**config.mk**
```make
export PLATFORM = sky130hd
export DESIGN_NAME = i2c_target_regfile
export DESIGN_NICKNAME = d
export VERILOG_FILES = /design/src/rtl/i2c_pkg.sv /design/src/rtl/i2c_bus_sync.sv /design/src/rtl/i2c_target_regfile.sv
export SDC_FILE = /design/constraint.sdc
export NUM_CORES = 2
export LEC_CHECK = 0
export BUFFER_PORTS_ARGS = -buffer_cell sky130_fd_sc_hd__buf_2
export CORE_UTILIZATION = 28
export CTS_BUF_LIST = sky130_fd_sc_hd__clkbuf_4
export CTS_CLUSTER_DIAMETER = 30
export DETAILED_ROUTE_END_ITERATION = 6
export PLACE_DENSITY_LB_ADDON = 0.25
export SETUP_SLACK_MARGIN = 0.02
export SYNTH_ARGS = -nofsm -noshare
export SYNTH_HDL_FRONTEND = slang
export SYNTH_SLANG_ARGS = --single-unit
export TNS_END_PERCENT = 100
```
**constraint.sdc**
```tcl
create_clock -name CLK -period 4.9 [get_ports CLK]
set_input_delay 0.98 -clock CLK [delete_from_list [all_inputs] [get_ports CLK]]
set_output_delay 0.98 -clock CLK [all_outputs]
set_load 0.005 [all_outputs]
```
**src/rtl/i2c_pkg.sv**
```systemverilog
// Shared types and constants for the I2C target register file.
package i2c_pkg;

   localparam int   BYTE_W = 8;
   localparam logic ACK    = 1'b0;
   localparam logic NACK   = 1'b1;

   typedef enum logic [3:0] {
      IDLE,
      DEV_ADDR,
      DEV_ACK,
      REG_PTR,
      PTR_ACK,
      WDATA,
      WDATA_ACK,
      RDATA,
      RD_ACK,
      IGNORE
   } state_t;

endpackage

```
**src/rtl/i2c_bus_sync.sv**
```systemverilog
// Brings raw SCL/SDA into the system clock domain and flags SCL edges
// plus START/STOP conditions from the last two synchronized samples.
module i2c_bus_sync (
   input  logic clk,
   input  logic rst,
   input  logic scl_in,
   input  logic sda_in,
   output logic scl_rise,
   output logic scl_fall,
   output logic start,
   output logic stop,
   output logic sda_s
);

   // [0] metastability stage, [1] synchronized sample, [2] history
   logic [2:0] scl_q;
   logic [2:0] sda_q;

   // Reset to the idle-bus level so leaving reset never fakes an edge on SDA.
   always_ff @(posedge clk) begin
      if (rst) begin
         scl_q <= 3'b111;
         sda_q <= 3'b111;
      end else begin
         scl_q <= {scl_q[1:0], scl_in};
         sda_q <= {sda_q[1:0], sda_in};
      end
   end

   assign scl_rise = scl_q[1] & ~scl_q[2];
   assign scl_fall = ~scl_q[1] & scl_q[2];
   assign start    = scl_q[1] & scl_q[2] & ~sda_q[1] & sda_q[2];
   assign stop     = scl_q[1] & scl_q[2] & sda_q[1] & ~sda_q[2];
   assign sda_s    = sda_q[1];

endmodule

```
**src/rtl/i2c_target_regfile.sv**
```systemverilog
// I2C target exposing a byte-wide register file with auto-incrementing
// pointer; completed writes are reported locally as a one-cycle strobe.
module i2c_target_regfile
   import i2c_pkg::*;
#(
   parameter logic [6:0] SLAVE_ADDR = 7'h39,
   parameter int         REG_ADDR_W = 8
) (
   input  logic                  CLK,
   input  logic                  RST,
   input  logic                  SCL_IN,
   input  logic                  SDA_IN,
   output logic                  SDA_OE,
   output logic                  WR_STROBE,
   output logic [REG_ADDR_W-1:0] WR_ADDR,
   output logic [BYTE_W-1:0]     WR_DATA,
   input  logic [REG_ADDR_W-1:0] RD_ADDR,
   output logic [BYTE_W-1:0]     RD_DATA,
   output logic                  BUSY
);

   localparam logic [3:0] BIT_LAST = 4'(BYTE_W);

   logic scl_rise, scl_fall, start, stop, sda_s;

   state_t                  state;
   logic [BYTE_W-1:0]       shreg;
   logic [3:0]              bit_cnt;
   logic [REG_ADDR_W-1:0]   ptr;
   logic                    rw;
   logic                    master_ack;
   logic [BYTE_W-1:0]       regs [2**REG_ADDR_W];

   i2c_bus_sync u_bus_sync (
      .clk      (CLK),
      .rst      (RST),
      .scl_in   (SCL_IN),
      .sda_in   (SDA_IN),
      .scl_rise (scl_rise),
      .scl_fall (scl_fall),
      .start    (start),
      .stop     (stop),
      .sda_s    (sda_s)
   );

   assign RD_DATA = regs[RD_ADDR];

   always_ff @(posedge CLK) begin
      if (RST) begin
         state      <= IDLE;
         shreg      <= '0;
         bit_cnt    <= '0;
         ptr        <= '0;
         rw         <= 1'b0;
         master_ack <= NACK;
         SDA_OE     <= 1'b0;
         WR_STROBE  <= 1'b0;
         WR_ADDR    <= '0;
         WR_DATA    <= '0;
         BUSY       <= 1'b0;
         // NOTE: the register file must read 0x00 after reset, so it is a
         // flop array cleared here rather than an uninitialised RAM macro.
         for (int i = 0; i < 2**REG_ADDR_W; i++) regs[i] <= '0;
      end else begin
         WR_STROBE <= 1'b0;
         if (start) begin
            state   <= DEV_ADDR;
            bit_cnt <= '0;
            SDA_OE  <= 1'b0;
         end else if (stop) begin
            state  <= IDLE;
            SDA_OE <= 1'b0;
            BUSY   <= 1'b0;
         end else begin
            unique case (state)
               IDLE, IGNORE: ;
               DEV_ADDR: begin
                  if (scl_rise) begin
                     shreg   <= {shreg[BYTE_W-2:0], sda_s};
                     bit_cnt <= bit_cnt + 4'd1;
                  end else if (scl_fall && bit_cnt == BIT_LAST) begin
                     if (shreg[BYTE_W-1:1] == SLAVE_ADDR) begin
                        rw     <= shreg[0];
                        BUSY   <= 1'b1;
                        SDA_OE <= 1'b1;
                        state  <= DEV_ACK;
                     end else begin
                        state <= IGNORE;
                     end
                  end
               end
               DEV_ACK: begin
                  if (scl_fall) begin
                     if (rw) begin
                        shreg   <= regs[ptr];
                        SDA_OE  <= ~regs[ptr][BYTE_W-1];
                        bit_cnt <= 4'd1;
                        state   <= RDATA;
                     end else begin
                        SDA_OE  <= 1'b0;
                        bit_cnt <= '0;
                        state   <= REG_PTR;
                     end
                  end
               end
               REG_PTR: begin
                  if (scl_rise) begin
                     shreg   <= {shreg[BYTE_W-2:0], sda_s};
                     bit_cnt <= bit_cnt + 4'd1;
                  end else if (scl_fall && bit_cnt == BIT_LAST) begin
                     ptr    <= shreg[REG_ADDR_W-1:0];
                     SDA_OE <= 1'b1;
                     state  <= PTR_ACK;
                  end
               end
               PTR_ACK, WDATA_ACK: begin
                  if (scl_fall) begin
                     SDA_OE  <= 1'b0;
                     bit_cnt <= '0;
                     state   <= WDATA;
                  end
               end
               WDATA: begin
                  if (scl_rise) begin
                     shreg   <= {shreg[BYTE_W-2:0], sda_s};
                     bit_cnt <= bit_cnt + 4'd1;
                  end else if (scl_fall && bit_cnt == BIT_LAST) begin
                     regs[ptr] <= shreg;
                     WR_ADDR   <= ptr;
                     WR_DATA   <= shreg;
                     WR_STROBE <= 1'b1;
                     SDA_OE    <= 1'b1;
                     ptr       <= ptr + 1'b1;
                     state     <= WDATA_ACK;
                  end
               end
               RDATA: begin
                  // shreg[MSB] is the bit currently on the wire
                  if (scl_fall) begin
                     if (bit_cnt == BIT_LAST) begin
                        SDA_OE <= 1'b0;
                        ptr    <= ptr + 1'b1;
                        state  <= RD_ACK;
                     end else begin
                        SDA_OE  <= ~shreg[BYTE_W-2];
                        shreg   <= {shreg[BYTE_W-2:0], 1'b0};
                        bit_cnt <= bit_cnt + 4'd1;
                     end
                  end
               end
               RD_ACK: begin
                  if (scl_rise) begin
                     master_ack <= sda_s;
                  end else if (scl_fall) begin
                     if (master_ack == ACK) begin
                        shreg   <= regs[ptr];
                        SDA_OE  <= ~regs[ptr][BYTE_W-1];
                        bit_cnt <= 4'd1;
                        state   <= RDATA;
                     end else begin
                        state <= IGNORE;
                     end
                  end
               end
               default: state <= IDLE;
            endcase
         end
      end
   end

endmodule

```
==> results.sh <==
export IMPL_crit_path_end_kind="primary output"
export IMPL_crit_fanout=2
export IMPL_drive_gt1_share_pct=34.7
export IMPL_core_area_um2=409000
export IMPL_finalCritPeriodShare_pct=115
export IMPL_layout_commonest_cell="edfxtp_1"
export IMPL_grt_pass1_vias=81200
export IMPL_syn_avg_cell_area_um2=15.0
export IMPL_hold_viol=0
export IMPL_rows=235
export IMPL_yosysTopAreaCell="edfxtp_1"
export IMPL_initial_utilization_pct=28.1
export IMPL_layout_setup_ws_ns=-0.735
export IMPL_clock_sinks=2107
export IMPL_dp_hpwl_mm=312
export IMPL_internal_power_uw=31500
export IMPL_synth_async_sr_flop_share_pct=0
export IMPL_dr_pass1_iters=6
export IMPL_synth_warnings=0
export IMPL_final_setup_tns_ns=-5.21
export IMPL_h_tree_depth=6
export IMPL_setup_worst_path_start_class="flop"
export IMPL_ant_nets=0
export IMPL_swShare_pct=26.2
export IMPL_clkTransAtPathRegs_ns=0.07
export IMPL_tightest_slew_ns=1.17
export IMPL_fin_crit_ns=5.64
export IMPL_grt_max_degree=177
export IMPL_pwr_share_clk_pct=42.2
export IMPL_clockBufferDepth=4
export IMPL_netlist_area_um2=115000
export IMPL_r2r_cells=8
export IMPL_ioPinCount=39
export IMPL_syn_inst=7665
export IMPL_die_area_um2=413000
export IMPL_power_leakage_uw=0.0470
export IMPL_rsz0062_at_grt="true"
export IMPL_first_iter_violations=11000
export IMPL_die_width_um=643
export IMPL_die_h_um=643
export IMPL_vias_per_cell=5.92
export IMPL_routedWlPerCell_um=34.1
export IMPL_report_final_slew_viol_count=0
export IMPL_vias=81300
export IMPL_setup_viol=8
export IMPL_skew_ns=0.117
export IMPL_cap_violations=0
export IMPL_synth_cell_type_count=85
export IMPL_syn_num_nets=7683
export IMPL_p_sw_uw=11200
export IMPL_cts_buffers=633
export IMPL_fillerInstances=40100
export IMPL_ir_drop_uv=207
export IMPL_synth_edff_count=2048
export IMPL_relSlewSlack_pct=21.8
export IMPL_place_ws_ns=-0.886
export IMPL_max_freq_mhz=177
export IMPL_multiInputGateArea_um2=48000
export IMPL_clk_insertion_delay_late_ns=1.63
export IMPL_status="complete, but fails checks"
export IMPL_ys_seq_area_share_pct=54.5
export IMPL_ys_flop_type="edfxtp_1"
export IMPL_synth_top_area_share_pct=53.5
export IMPL_final_nets=7801
export IMPL_worstSetupPathType="flop to primary output"
export IMPL_violations="negative setup slack"
export IMPL_whs_path_depth=3
export IMPL_regArea_um2=62700
export IMPL_worstPathArrival_ns=4.66
export IMPL_grt_usage_pct=21.9
export IMPL_final_cell_mix="2048 x edfxtp_1, 1174 x and3_1, 1080 x mux4_2"
export IMPL_combPwrFrac_pct=8.3
export IMPL_antenna_found_initial=33
export IMPL_drcViolationCount=0
export IMPL_cellPowerDensity_nw_per_um2=326
export IMPL_gp_congestion=0.938
export IMPL_drt_total_wl_mm=468
export IMPL_area_delta_synth_final_pct=14.0
export IMPL_synth_seq_cells=2107
export IMPL_grt_pass1_wl_mm=649
export IMPL_cts_tree="done"
export IMPL_portBuffers=38
export IMPL_seqPwrFrac_pct=49.5
export IMPL_cts_root_buf="clkbuf_4"
export IMPL_yosys_top_cells_area="edfxtp_1 53%, mux4_2 21%, and3_1 6.4%"
export IMPL_gr_total_overflow=0
export IMPL_worstHoldPathType="input port to flop"
export IMPL_cp_required_ns=3.92
-- kinds of logic (layout without fill, tap and decap cells) --
logic type | Yosys count | in the layout | share of synthesized area (%)
and+or+nand+nor | 2600 | 2600 | 13.6
DFF | 2107 | 2107 | 54.5
muxes | 1230 | 1230 | 23.4
buffers and inverters | 1068 | 1653 | 4.32
AOI/OAI and AO/OA | 653 | 653 | 4.12
adders and majority gates | 6 | 6 | 0.0653
xor gates and xnor gates | 1 | 1 | 0.00761
other | 0 | 33 | 0
-- power groups by stage --
| stage | Clock (uW) | Sequential [uW] | Combinational [uW] |
|---|---|---|---|
| 5_1_grt | 19200 | 21200 | 3630 |
| 6_report | 18000 | 21200 | 3540 |
| 3_5_place_dp | 0 | 21500 | 3440 |
| 4_1_cts | 18300 | 21100 | 3500 |
| 2_1_floorplan | 0 | 21100 | 2100 |
| 3_3_place_gp | 0 | 21500 | 3420 |
-- synth_stat cells (42+ instances only) --
cell type and instances:
a22oi_1 91, and2_1 423, edfxtp_1 2048, clkbuf_1 739
buf_6 42, a21oi_1 69, mux4_1 70, a22o_1 44
and3_1 1175, o22ai_1 59, nor3_1 194, nor4_1 299
nand2_1 137, dfxtp_1 59, mux4_2 1080, or2_2 78
buf_2 163, nor2_1 140, mux2i_1 69, a21o_1 189
a221oi_1 54
-- flip-flops by register name, indices dropped and copies added, names as in the netlist, 3 cells and up, named ones only --
| name | cells |
|---|---|
| shreg | 8 |
| bit_cnt | 4 |
| ptr | 8 |
| WR_DATA | 8 |
| WR_ADDR | 8 |
| state | 4 |
| u_bus_sync.scl_q | 3 |
| regs | 2048 |
| u_bus_sync.sda_q | 3 |
-- through the flow --
stage,instances,power (uW),utilization (%),instance area (um2),hold WS [ns]
after floorplan,7665,23200,-,115000,0.389
after global placement,12600,24900,29.9,122000,0.414
after detailed placement,12600,24900,29.9,122000,0.411
after CTS,13700,42900,32.0,131000,0.0497
after global routing,13700,44000,32.0,131000,0.131
final,13700,42700,32.1,131000,0.183
-- path summary, 6_finish.rpt --
kind	endpoint	slack, ns	start
min reg2reg	u_bus_sync.sda_q[1]	0.43	u_bus_sync.sda_q[0]
max reg2reg	shreg[3]	0.24	flop
min	u_bus_sync.sda_q[0]	0.18	SDA_IN
max	RD_DATA[2]	-0.74	regs[23][2]
-- layer usage --
| metal | vias up | GRT usage, % | routed length (um) |
|---|---|---|---|
| met4 | 14 | 10.7 | 25100 |
| met2 | 5476 | 34.7 | 217000 |
| met5 | - | 0 | 91 |
| met3 | 1168 | 5.12 | 46100 |
| li1 | 32000 | - | - |
| met1 | 42700 | 28.2 | 181000 |
-- timing repair --
item | CTS | global route
pin swaps | 20 | 6
resized for setup | 50 | 12
endpoints found under the hold margin | 52 | 0
hold buffers | 3 | 0
buffers inserted | 0 | 1
cloned | 0 | 0
endpoints found under the setup margin | 8 | 8
-- layout make-up --
| cell class | count | share of cell area [%] |
|---|---|---|
| inverters | 16 | 0.0572 |
| diodes | 33 | 0.0630 |
| flip-flops and latches | 2107 | 47.8 |
| multi-input cells | 4490 | 36.6 |
| clock buffers | 864 | 4.94 |
| well taps | 5451 | 5.20 |
| repair buffers | 535 | 3.98 |
| clock inverters | 238 | 1.35 |
-- worst max-delay path, stage by stage, from the launching register on --
cell and delay (ns):
edfxtp_1 0.40, mux4_2 0.53, mux4_2 0.56, a22oi_2 0.20
buf_6 0.14, nand2_4 0.05, buf_6 0.14, a22oi_2 0.46
o221ai_2 0.26, buf_4 0.22, buf_6 0.11
(Power assumes the default switching activity.)
